**src/rtl/anton_neopixel_pixel_fetch.sv**
```systemverilog
// anton_neopixel_pixel_fetch: double-buffered pixel fetch and NeoPixel bit serialiser with underrun detection
module anton_neopixel_pixel_fetch #(
  parameter int BUFFER_END = 255,
  parameter int T0H_STEPS = 2,
  parameter int T1H_STEPS = 5,
  localparam int BUFFER_BITS = $clog2(BUFFER_END + 1)
) (
  input  logic                   clk7mhz,
  input  logic                   rst,
  input  logic                   reg_ctrl_init,
  input  logic                   reg_ctrl_32bit,
  input  logic [BUFFER_BITS-1:0] pixel_index_max,
  input  logic                   stream_output,
  input  logic                   stream_bit_of,
  input  logic                   stream_pixel_of,
  input  logic [4:0]             pixel_bit_index,
  input  logic [2:0]             bit_pattern_index,
  output logic                   rd_req,
  output logic [BUFFER_BITS-1:0] rd_addr,
  input  logic                   rd_ack,
  input  logic [23:0]            rd_data,
  output logic                   neo_data,
  output logic                   underrun
);
  typedef enum logic [1:0] {F_IDLE, F_REQ, F_FULL} state_t;
  state_t state, state_nx;
  logic [23:0] active, shadow;
  logic active_valid, shadow_valid, ack, preload, consume, bit_val;
  logic [BUFFER_BITS-1:0] fetch_addr, equiv, addr_nx;
  assign rd_req = state == F_REQ;
  assign rd_addr = fetch_addr;
  assign ack = rd_req && rd_ack;
  assign preload = !stream_bit_of && !stream_output && !active_valid && shadow_valid;
  assign consume = preload || (stream_bit_of && !stream_pixel_of && shadow_valid);
  assign bit_val = active[5'd23 - pixel_bit_index];
  // in 32-bit mode a pixel occupies a 4-address slot; wrap on its last address
  assign equiv = reg_ctrl_32bit ? {fetch_addr[BUFFER_BITS-1:2], 2'b11} : fetch_addr;
  assign addr_nx = equiv == pixel_index_max ? '0
                 : fetch_addr + (reg_ctrl_32bit ? BUFFER_BITS'(4) : BUFFER_BITS'(1));
  always_comb begin
    state_nx = state;
    state_nx = state == F_IDLE ? (shadow_valid ? F_IDLE : F_REQ)
             : state == F_REQ  ? (rd_ack ? F_FULL : F_REQ)
             : (shadow_valid ? F_FULL : F_IDLE);
  end
  always_ff @(posedge clk7mhz or posedge rst) begin
    if (rst) begin
      state <= F_IDLE;
      active <= '0;
      shadow <= '0;
      active_valid <= 1'b0;
      shadow_valid <= 1'b0;
      fetch_addr <= '0;
      neo_data <= 1'b0;
      underrun <= 1'b0;
    end else if (reg_ctrl_init) begin
      state <= F_IDLE;
      active <= '0;
      shadow <= '0;
      active_valid <= 1'b0;
      shadow_valid <= 1'b0;
      fetch_addr <= '0;
      neo_data <= 1'b0;
      underrun <= 1'b0;
    end else begin
      state <= state_nx;
      neo_data <= stream_output && active_valid
                  && (int'(bit_pattern_index) < (bit_val ? T1H_STEPS : T0H_STEPS));
      if (ack) begin
        shadow <= rd_data;
        fetch_addr <= addr_nx;
      end
      // a fresh ack refills the shadow even when the old contents are consumed this cycle
      shadow_valid <= ack || (shadow_valid && !consume);
      if (stream_bit_of) begin
        if (stream_pixel_of) active_valid <= 1'b0;
        else if (shadow_valid) active <= shadow;
        else begin
          underrun <= 1'b1;
          active <= '0;
        end
      end else if (preload) begin
        active <= shadow;
        active_valid <= 1'b1;
      end
    end
  end
endmodule
```
**config.mk**
```make
export PLATFORM = sky130hd
export DESIGN_NAME = anton_neopixel_pixel_fetch
export DESIGN_NICKNAME = d
export VERILOG_FILES = /design/src/rtl/anton_neopixel_pixel_fetch.sv
export SDC_FILE = /design/constraint.sdc
export NUM_CORES = 1
export LEC_CHECK = 0
export ABC_CLOCK_PERIOD_IN_PS = 2000
export CAP_MARGIN = 10
export CELL_PAD_IN_SITES_DETAIL_PLACEMENT = 0
export CELL_PAD_IN_SITES_GLOBAL_PLACEMENT = 1
export CORE_ASPECT_RATIO = 1.25
export CORE_MARGIN = 5
export CORE_UTILIZATION = 43
export CTS_CLUSTER_SIZE = 8
export DETAILED_ROUTE_END_ITERATION = 10
export DONT_BUFFER_PORTS = 1
export PLACE_DENSITY = 0.82
export SLEW_MARGIN = 20
export SYNTH_ARGS = -nofsm -noshare
export SYNTH_HDL_FRONTEND = slang
export SYNTH_SLANG_ARGS = --single-unit
```
**constraint.sdc**
```tcl
create_clock -name clk7mhz -period 2 [get_ports clk7mhz]
set_input_delay 0.3 -clock clk7mhz [delete_from_list [all_inputs] [get_ports clk7mhz]]
set_output_delay 0.3 -clock clk7mhz [all_outputs]
set_load 0.01 [all_outputs]
```
# After elaboration in Yosys (flattened, before gate mapping)
# Cells that the tools add are included.
dict set report word_totals {
  out_inout_bits 11
  inputBits 48
  word_cells 72
  ff_bits 62
}
dict set report op_classes {
  order_cmp 2
  muxes 31
  eq_ne 6
  add_sub_neg 2
  n_reduce_logical 23
}
# cell count
set ops {}
lappend ops {{two-way mux 24 bit} 7}
lappend ops {{two-way mux 8 bit} 3}
lappend ops {{two-way mux 1 bit} 12}
lappend ops {{two-way mux 2 bit} 6}
lappend ops {{logical AND 1 bit} 9}
lappend ops {{adder 8 x 3 -> 8 bit} 1}
lappend ops {{== test 8 bit} 1}
lappend ops {{< comparator 5 x 6 -> 1 bit, second input constant} 1}
lappend ops {{two-way mux 3 bit} 2}
lappend ops {{binary-select mux 1 bit (select 5 bit)} 1}
lappend ops {{logical NOT 1 bit} 5}
lappend ops {{subtractor 5 bit, first input constant} 1}
lappend ops {{inequality test 2 bit, second input constant} 2}
lappend ops {{AND reduction 2 bit} 2}
lappend ops {{nonzero test 2 bit} 2}
lappend ops {{< comparator 3 bit} 1}
lappend ops {{inequality test 3 x 2 -> 1 bit, second input constant} 1}
lappend ops {{inequality test 3 bit, second input constant} 1}
lappend ops {{AND reduction 3 bit} 1}
lappend ops {{nonzero test 3 bit} 1}
lappend ops {{== test 2 x 1 -> 1 bit, second input constant} 1}
lappend ops {{logical NOT 2 bit} 1}
lappend ops {{logical OR 1 bit} 2}

# Depth between registers and ports, before layout
# Gate-level depths: netlist (run 1).
dict set report depth {
  word_depth 9
  depth_mapped 10
  ltp_nobuf 9
}

# Least setup slack after synthesis (run 1)
# Ideal clock, no wire load.
dict set report synth_timing {
  path_type {input port to flip-flop}
  startpoint {input pixel_bit_index[0]}
  endpoint {register neo_data}
  required_time_ns 1.927
  cell_stages 10
  slack_ns 0.173
  setup_ns 0.073
  n_path_buf 1
  arrival_ns 1.754
  cell_sequence {buf_6 -> mux2i_1 -> o2bb2ai_1 -> a211oi_1 -> a31oi_1 -> and2_2 -> ha_1 -> nor4bb_1 -> nand3_1 -> a21oi_2}
}
dict set report synth_between {
  elab_chain_len 7
}
# item line
set synth_lines {}
lappend synth_lines {{from (decl)} 16} ;# input logic [4:0] pixel_bit_index,
lappend synth_lines {{subtractor 5 bit} 35} ;# assign bit_val = active[5'd23 - pixel_bit_index];
lappend synth_lines {{binary-select mux 1 bit (select 5 bit)} 35}
lappend synth_lines {{two-way mux 1 bit (implied by the code)} 35}
lappend synth_lines {{two-way mux 3 bit} 68} ;# && (int'(bit_pattern_index) < (bit_val ? T1H_STEPS : T0H_STEPS));
lappend synth_lines {{< comparator 3 bit} 68}
lappend synth_lines {{logical AND 1 bit} 68}
lappend synth_lines {{two-way mux 1 bit} 56} ;# end else if (reg_ctrl_init) begin
lappend synth_lines {{to (signal assigned)} 67} ;# neo_data <= stream_output && active_valid
lappend synth_lines {{to (decl)} 22} ;# output logic neo_data,
# No other way between the ends. The select of a mux whose other input is x is not followed.
# A chain may end at the register's enable or synchronous reset.

# Worst setup path in the final report (run 1)
dict set report layout_timing {
  startpoint {register active[10]}
  endpoint {register neo_data}
}
dict set report layout_between {
  elab_chain_len 6
}
# item line
set layout_lines {}
lappend layout_lines {{from (decl)} 27} ;# logic [23:0] active, shadow;
lappend layout_lines {{from (signal assigned)} 77} ;# else if (shadow_valid) active <= shadow;
lappend layout_lines {{from (signal assigned)} 83} ;# active <= shadow;
lappend layout_lines {{binary-select mux 1 bit (select 5 bit)} 35}
lappend layout_lines {{two-way mux 1 bit (implied by the code)} 35}
lappend layout_lines {{two-way mux 3 bit} 68}
lappend layout_lines {{< comparator 3 bit} 68}
lappend layout_lines {{logical AND 1 bit} 68}
lappend layout_lines {{two-way mux 1 bit} 56}
# No other way between the ends. The select of a mux whose other input is x is not followed.

==> results of run 1 <==
[per-layer routing]
| metal | global-route usage (%) | wire, um | vias up |
|---|---|---|---|
| li1 | - | - | 1171 |
| met1 | 20.5 | 2870 | 1067 |
| met2 | 24.3 | 3190 | 55 |
| met3 | 5.71 | 420 | 11 |
| met4 | 6.67 | 146 | 0 |
| met5 | 0 | 0 | - |
[placed cells by master (no fill, tap or decap), types with 2 or more instances in the layout]
master / n
a211o_1: 2
a211oi_1: 2
a211oi_2: 2
a21oi_1: 32
a22oi_1: 4
a31oi_1: 2
and2_1: 2
and3_1: 3
buf_12: 2
buf_4: 11
bufinv_16: 2
clkbuf_8: 9
clkinv_2: 2
dfrtp_1: 62
dlygate4sd3_1: 3
ha_1: 5
inv_1: 5
mux2_2: 3
mux2i_1: 10
nand2_1: 109
nand3_1: 6
nor2_1: 13
nor2b_1: 4
nor3_1: 3
nor4_1: 2
o21ai_0: 23
o21ai_1: 2
xor2_1: 10
[state kept, by name, indices dropped and copies added (netlist names)]
signal / count
shadow_valid: 1
rd_addr: 8
active: 24
shadow: 24
neo_data: 1
state: 2
active_valid: 1
underrun: 1
[timing repair]
item	4_1_cts	5_1_grt
endpoints found under the setup margin	0	1
hold endpoints to repair	22	2
gates resized for setup	0	5
buffers inserted	0	1
hold buffers	2	1
[worst max-delay path by stage]
stage	slack, ps	endpoint	depth (start not counted)	start
detailed placement	60	neo_data	9	pixel_bit_index[2]
floorplan	160	active[0]	1	rst
global placement	130	neo_data	9	pixel_bit_index[0]
finish	100	neo_data	9	active[10]
global route	-5	neo_data	9	active[10]
CTS	50	neo_data	9	active[10]
[area by class of cell]
cell class,instances,share of cell area [%]
flip-flops and latches,62,44.6
inverters,6,0.647
repair buffers,16,4.39
clock inverters,6,2.48
well taps,90,3.24
multi-input cells,255,41.0
clock buffers,10,3.67
[cells by family (layout without fill, tap and decap cells)]
group,count (synthesis),in the layout,synth area share [%]
multiplexers,13,13,4.38
adder cells (fa/ha/maj),6,6,2.46
XOR/XNOR,11,11,3.15
flip-flops,62,62,50.8
AND/OR/NAND/NOR,149,149,20.8
buffers and inverters,24,38,3.68
AO/OA/AOI/OAI,76,76,14.7
[worst max-delay path, cell delays in order, from the launching register on]
cell,delay (ps)
dfrtp_1,360
mux2i_1,80
a211o_1,270
a211oi_2,230
a31oi_2,80
and2_4,160
ha_2,160
nor4bb_1,270
nand3_1,130
a21oi_2,110
[through the flow]
stage	worst slack, ps	TNS, ps
final	101	0
after global routing	-5.20	-5.20
after CTS	47.9	0
after detailed placement	57.5	0
after global placement	131	0
after floorplan	159	0
[power breakdown]
group,switching (uW),total [uW],internal (uW)
sequential,27.9,1320,1300
combinational,160,265,105
clock,487,1190,699
==> results.json, run 1 <==
{
  "cts.sinks": 62,
  "min_path_type": "primary input to flip-flop",
  "wl_per_cell_um": 14.9,
  "place_congestion": 0.796,
  "power_uw": 2780,
  "placed_cell_area_mm2": 0.00321,
  "power.density_mw_per_mm2": 798,
  "routed_wl_mm": 6.63,
  "clockRootBuffer": "clkbuf_8",
  "criticalPathCategory": "flip-flop to flip-flop",
  "synth_area_mm2": 0.00306,
  "outcome": "finished clean",
  "numPortBuffers": 0,
  "drive_gt1_share_pct": 12.4,
  "htree_levels": 3,
  "p_leak_uw": 0.00153,
  "num_vias": 2304,
  "nFillCells": 653,
  "maxSlewViolCount": 0,
  "holdPathStages": 1,
  "path_clk_slew_ps": 70,
  "setup_violations": 0,
  "viasPerCell": 5.18,
  "critical_path.max_fanout": 3,
  "track_usage_pct": 16.0,
  "async_flop_share_pct": 100,
  "reg2reg_from": "active[10]",
  "yosys_warnings": 0,
  "die_area_mm2": 0.00891,
  "grt.overflow.total": 0,
  "yosysTopAreaCell": "dfrtp_1",
  "cts_tree": "built",
  "core_mm2": 0.00693,
  "numCtsBuffers": 9,
  "rows": 34,
  "arrival_ps": 2170,
  "drc": 0,
  "grt_pass1_wl_mm": 11.4,
  "hold_slack_ps": 23.6,
  "r2r_slack_ps": 100,
  "crit_required_ps": 2270,
  "max-clock-path-buffers": 2,
  "drv_cap": 0,
  "regArea_mm2": 0.00155,
  "synth_area_leaders": "dfrtp_1, nand2_1, a21oi_1",
  "num-nets-final": 404,
  "syn_nets": 395,
  "drt_iter0_drc": 161,
  "timing.final.crit_share_pct": 94.9,
  "slew_headroom_pct": 66.2,
  "max_freq_ghz": 0.527,
  "min-delay-start": "reg_ctrl_init",
  "ir_worst_vdd_mv": 0.517,
  "avgSynthCellArea_um2": 8.96,
  "n_antenna_cell": 0,
  "stdcell_area_mm2": 0.00348,
  "worst-r2r-cell-count": 9,
  "end_kind": "flip-flop",
  "multiInputGateArea_mm2": 0.00143,
  "synth_seq_cells": 62,
  "synth_cell_types": 41,
  "ys_seq_area_share_pct": 50.8,
  "worstMarginPinSlew_ps": 507,
  "die_w_um": 85.4,
  "fin_cells": 445,
  "finClkSkew_ps": 8.08,
  "synth_edf_count": 0,
  "min_period_ps": 1900,
  "crit-reg2reg-capture": "neo_data",
  "die_h_um": 104,
  "first_global_vias": 2394,
  "synth-main-ff-cell": "dfrtp_1",
  "hpwl_mm": 4.84,
  "initial_utilization_pct": 44.1,
  "final_util_pct": 50.2,
  "synthCells": 341,
  "post-synth-top-count-cell": "nand2_1",
  "yosysTopAreaCellShare_pct": 50.8,
  "worst_setup_path_start_kind": "flip-flop",
  "ant_nets": 0,
  "antenna_found_initial": 0,
  "hold_viol_final": 0,
  "grt_max_degree": 49,
  "dr.pass1.iters": 4,
  "synth_common_cells": "nand2_1, dfrtp_1, a21oi_1, o21ai_0, nor2_1",
  "clk_latency_ps": 340,
  "holdPathEnd": "shadow[19]",
  "dp_cells": 425,
  "ios": 59,
  "syn_to_final_growth_pct": 13.8
}
Note: power is estimated with default switching activity, not from simulation.
==> inputs of run 2 (changes only) <==
--- a/config.mk
+++ b/config.mk
@@ -16,7 +16,9 @@
 export DETAILED_ROUTE_END_ITERATION = 10
 export DONT_BUFFER_PORTS = 1
 export PLACE_DENSITY = 0.82
+export SETUP_SLACK_MARGIN = 0.4
 export SLEW_MARGIN = 20
 export SYNTH_ARGS = -nofsm -noshare
 export SYNTH_HDL_FRONTEND = slang
 export SYNTH_SLANG_ARGS = --single-unit
+export TNS_END_PERCENT = 30
==> run 2 against run 1 <==
Cell count rose by 0.22%. Clock skew rose by 0.75 ps. Power rose by 3.1%. Critical path depth did not move. Global-route usage rose by 0.53 points. Largest cell class is now multi-input combinational cells. Largest power group unchanged.
==> results.json, run 2 (synthesis results as in run 1) <==
{
  "final_cell_mix": "nand2_1, dfrtp_1, a21oi_1",
  "drive_gt1_share_pct": 20.8,
  "place_congestion": 0.785,
  "hpwl_mm": 4.80,
  "cts_tree": "built",
  "n_antenna_cell": 0,
  "track_usage_pct": 16.5,
  "numCtsBuffers": 9,
  "grt_max_degree": 49,
  "critical_path.max_fanout": 2,
  "ios": 59,
  "ir_worst_vdd_mv": 0.380,
  "drv_cap": 0,
  "initial_utilization_pct": 44.1,
  "finClkSkew_ps": 8.82,
  "stdcell_area_mm2": 0.00371,
  "min-delay-start": "reg_ctrl_init",
  "final_common_cell": "nand2_1",
  "arrival_ps": 2070,
  "die_area_mm2": 0.00891,
  "min_path_type": "primary input to flip-flop",
  "crit_start": "active[9]",
  "placed_cell_area_mm2": 0.00319,
  "viasPerCell": 5.29,
  "wl_per_cell_um": 15.5,
  "htree_levels": 3,
  "dr.pass1.iters": 5,
  "crit_required_ps": 2230,
  "crit-reg2reg-capture": "neo_data",
  "routed_wl_mm": 6.93,
  "endpoint": "neo_data",
  "antenna_found_initial": 0,
  "clk_latency_ps": 330,
  "setup_slack_ps": 158,
  "min_period_ps": 1840,
  "r2r_slack_ps": 160,
  "die_w_um": 85.4,
  "drt_iter0_drc": 141,
  "ant_nets": 0,
  "p_clk_share_pct": 42.9,
  "criticalPathCategory": "flip-flop to flip-flop",
  "final.setup.tns_ps": 0,
  "grt.overflow.total": 0,
  "p_seq_share_pct": 46.4,
  "worst-r2r-cell-count": 9,
  "clockRootBuffer": "clkbuf_8",
  "preCtsSetupSlack_ps": 50.3,
  "max-clock-path-buffers": 2,
  "internal_power_uw": 2190,
  "grt_pass1_wl_mm": 11.7,
  "drc": 0,
  "p_sw_uw": 675,
  "hold_slack_ps": 26.3,
  "max_freq_ghz": 0.543,
  "cts.sinks": 62,
  "first_global_vias": 2451,
  "num_vias": 2361,
  "sw_frac_of_total_pct": 23.6,
  "syn_to_final_growth_pct": 21.4,
  "grt_setup_unrepaired": "yes",
  "setup_violations": 0,
  "timing.final.crit_share_pct": 92.1,
  "num-nets-final": 406,
  "worst_setup_path_start_kind": "flip-flop",
  "power.density_mw_per_mm2": 771,
  "slew_headroom_pct": 51.4,
  "core_mm2": 0.00693,
  "numPortBuffers": 0,
  "outcome": "finished clean",
  "reg2reg_from": "active[9]",
  "worstMarginPinSlew_ps": 727,
  "maxSlewViolCount": 0,
  "rows": 34,
  "p_comb_share_pct": 10.7,
  "hold_viol_final": 0,
  "path_clk_slew_ps": 70,
  "end_kind": "flip-flop",
  "die_h_um": 104,
  "p_leak_uw": 0.00156
}
[run 2: cell count changes in the layout (fill, tap and decap cells not counted), sizes merged]
cell | previous run | this run
clkbuf | 10 | 11
buf | 13 | 16
dlygate4sd3 | 3 | 2
clkinv | 3 | 2
inv | 6 | 5
[run 2: timing repair]
item,in CTS,in global routing
buffers inserted,5,1
endpoints found under the setup margin,8,48
pin swaps,14,16
hold buffers,1,1
resized for setup,22,23
hold endpoints to repair,30,2
[run 2: metal layers]
layer,GRT usage [%],vias to the layer above,wire length (um)
met5,0,-,0
met4,6.79,0,104
met3,5.63,9,455
met2,26.1,51,3430
met1,20.6,1123,2940
li1,-,1178,-
[run 2: how the worst min path moves through the flow]
| stage | slack, ps | cells past startpoint | endpoint |
|---|---|---|---|
| floorplan | 410 | 1 | state[0] |
| global placement | 310 | 1 | neo_data |
| detailed placement | 320 | 1 | neo_data |
| CTS | 5 | 1 | shadow[21] |
| global route | 3 | 1 | shadow_valid |
| finish | 30 | 1 | shadow[21] |
[run 2: worst max-delay path, stage by stage, from the launching register on]
cell,delay (ps)
dfrtp_1,370
mux2_4,280
o2bb2ai_4,120
a211oi_2,60
a31oi_2,190
buf_4,160
nand2_4,50
ha_4,270
and3_4,180
a21oi_2,50
[run 2: power groups by stage]
| stage | registers [uW] | clock network (uW) | logic (uW) |
|---|---|---|---|
| 6_report | 1330 | 1230 | 307 |
| 4_1_cts | 1330 | 1250 | 297 |
| 3_3_place_gp | 1350 | 0 | 249 |
| 2_1_floorplan | 1340 | 0 | 207 |
| 3_5_place_dp | 1350 | 0 | 256 |
| 5_1_grt | 1330 | 1310 | 346 |
[run 2: layout make-up]
class,count,area (um^2)
clock buffers,11,151
clock inverters,4,70.1
fillers,656,3220
inverters,6,26.3
multi-input cells,255,1620
flip-flops and latches,62,1560
well taps,90,113
repair buffers,18,176
[run 2: metrics by stage]
stage	power, uW	utilization, %	instances
finish	2860	53.5	446
global route	2990	53.5	446
CTS	2870	51.8	444
detailed placement	1610	46.1	423
global placement	1600	46.1	423
floorplan	1550	-	341
==> inputs of run 3 (changes only) <==
--- a/config.mk
+++ b/config.mk
@@ -11,11 +11,11 @@
 export CELL_PAD_IN_SITES_GLOBAL_PLACEMENT = 1
 export CORE_ASPECT_RATIO = 1.25
 export CORE_MARGIN = 5
-export CORE_UTILIZATION = 43
+export CORE_UTILIZATION = 40
 export CTS_CLUSTER_SIZE = 8
 export DETAILED_ROUTE_END_ITERATION = 10
 export DONT_BUFFER_PORTS = 1
-export PLACE_DENSITY = 0.82
+export PLACE_DENSITY = 0.78
 export SETUP_SLACK_MARGIN = 0.4
 export SLEW_MARGIN = 20
 export SYNTH_ARGS = -nofsm -noshare
==> run 3 against run 2 <==
Power decreased by 3.6%. Setup slack got worse by 58 ps. Worst hold slack improved by 2.6 ps. Clock-buffer cell count increased by 1. Critical path depth did not move. Die area up 6.7%. Clock skew fell by 1.6 ps. Design area shrank 0.94%. First-iteration DRC count shrank 3.5%. Global-route usage shrank 0.83 points. Via count fell by 0.25%. Sequential power hardly changed. Critical path type unchanged. Largest power group unchanged.
==> results.json, run 3 (synthesis results as in run 1) <==
{
  "grt_pass1_wl_mm": 11.5,
  "cts.sinks": 62,
  "reg2reg_from": "active[9]",
  "power.density_mw_per_mm2": 750,
  "track_usage_pct": 15.7,
  "die_h_um": 108,
  "setup_violations": 0,
  "drt_iter0_drc": 136,
  "ant_nets": 0,
  "drc": 0,
  "grt_max_degree": 49,
  "wl_per_cell_um": 15.4,
  "stdcell_area_mm2": 0.00368,
  "max_freq_ghz": 0.526,
  "die_w_um": 88.2,
  "first_global_vias": 2424,
  "finClkSkew_ps": 7.17,
  "numPortBuffers": 0,
  "min_period_ps": 1900,
  "rows": 35,
  "worstMarginPinSlew_ps": 405,
  "arrival_ps": 2130,
  "criticalPathCategory": "flip-flop to flip-flop",
  "outcome": "finished clean",
  "numCtsBuffers": 9,
  "nFillCells": 722,
  "power_uw": 2760,
  "max-clock-path-buffers": 2,
  "core_mm2": 0.00740,
  "htree_levels": 3,
  "r2r_slack_ps": 100,
  "end_kind": "flip-flop",
  "min_path_type": "primary input to flip-flop",
  "die_area_mm2": 0.00950,
  "hold_viol_final": 0,
  "timing.final.crit_share_pct": 95.0,
  "hpwl_mm": 4.76,
  "ios": 59,
  "final.setup.tns_ps": 0,
  "syn_to_final_growth_pct": 20.3,
  "crit_slowest_cell": "dfrtp_1",
  "p_leak_uw": 0.00155,
  "crit_required_ps": 2230,
  "slew_headroom_pct": 72.8,
  "critical_path.max_fanout": 2,
  "crit-reg2reg-capture": "neo_data",
  "holdPathStages": 1,
  "min-delay-start": "reg_ctrl_init",
  "clk_latency_ps": 330,
  "holdPathEnd": "rd_addr[1]",
  "maxSlewViolCount": 0,
  "num_vias": 2355,
  "drive_gt1_share_pct": 20.5,
  "clockRootBuffer": "clkbuf_8",
  "initial_utilization_pct": 41.3,
  "cp_cell_sequence": "mux2_4 -> o2bb2ai_4 -> a211oi_2 -> a31oi_2 -> buf_4 -> nand2_4 -> ha_4 -> and3_4 -> a21oi_2",
  "dr.pass1.iters": 4,
  "place_congestion": 0.763,
  "final_util_pct": 49.7,
  "placed_cell_area_mm2": 0.00318,
  "cpPeakStageDelay_ps": 390,
  "routed_wl_mm": 6.91,
  "final_cell_mix": "nand2_1, dfrtp_1, a21oi_1",
  "antenna_found_initial": 0,
  "cts_tree": "built",
  "grt_setup_unrepaired": "yes",
  "num-nets-final": 406,
  "worst-r2r-cell-count": 9,
  "drv_cap": 0,
  "n_antenna_cell": 0,
  "path_clk_slew_ps": 70,
  "final_common_cell": "nand2_1",
  "worst_setup_path_start_kind": "flip-flop",
  "ir_worst_vdd_mv": 0.409,
  "viasPerCell": 5.26,
  "grt.overflow.total": 0
}
run 3: changes by cell type in the layout (fill, tap and decap cells not counted), sizes merged:
cell and change:
clkinvlp +1, clkinv -1, clkbuf +1, bufinv -1
run 3: worst max path at each step:
stage                       start  endpoint  slack [ps]
2_1_floorplan  pixel_bit_index[0]  neo_data         170
3_3_place_gp   pixel_bit_index[0]  neo_data         100
3_5_place_dp   pixel_bit_index[2]  neo_data         -40
4_1_cts                 active[9]  neo_data          80
5_1_grt                active[10]  neo_data         -10
6_report                active[9]  neo_data         100
run 3: per-stage QoR:
| stage | setup slack (ps) | hold slack, ps | std cells |
|---|---|---|---|
| detailed placement | -39.3 | 308 | 425 |
| finish | 99.5 | 28.9 | 448 |
| CTS | 79.0 | 3.88 | 443 |
| global placement | 103 | 307 | 425 |
| global route | -9.94 | 6.48 | 448 |
| floorplan | 173 | 414 | 341 |
run 3: worst max-delay path: cells and delay by family (launching register included):
family / cells / cell delay (ps)
AND/OR/NAND/NOR: 2 / 220
multiplexers: 1 / 280
AO/OA/AOI/OAI: 4 / 460
buffers and inverters: 1 / 170
flip-flops: 1 / 390
adder cells (fa/ha/maj): 1 / 270
run 3: final cells by class:
cell class | count | area [um^2] | area share, %
tap | 92 | 115 | 3.13
timing repair buffer | 18 | 160 | 4.36
multi-input combinational | 255 | 1610 | 43.8
clock inverter | 3 | 42.5 | 1.16
sequential | 62 | 1560 | 42.3
inverter | 6 | 26.3 | 0.715
clock buffer | 12 | 165 | 4.49
run 3: where the power goes:
group          internal [uW]  switching [uW]
clock network            668             453
registers               1300            30.3
logic                    130             179
total                   2100             662
run 3: layer usage:
metal	GRT usage [%]	share of wire, %	vias to the layer above
met5	0	0	-
met2	25.0	50	45
met3	5.13	5.9	11
met1	18.8	43	1123
met4	7.78	2.0	0
li1	-	-	1176
run 3: what timing repair did:
| action | CTS | global route |
|---|---|---|
| buffers inserted | 2 | 4 |
| resized for setup | 22 | 22 |
| endpoints found under the setup margin | 9 | 24 |
| hold buffers | 1 | 1 |
| pin swaps | 13 | 18 |
| endpoints found under the hold margin | 62 | 1 |
| gates cloned | 0 | 0 |
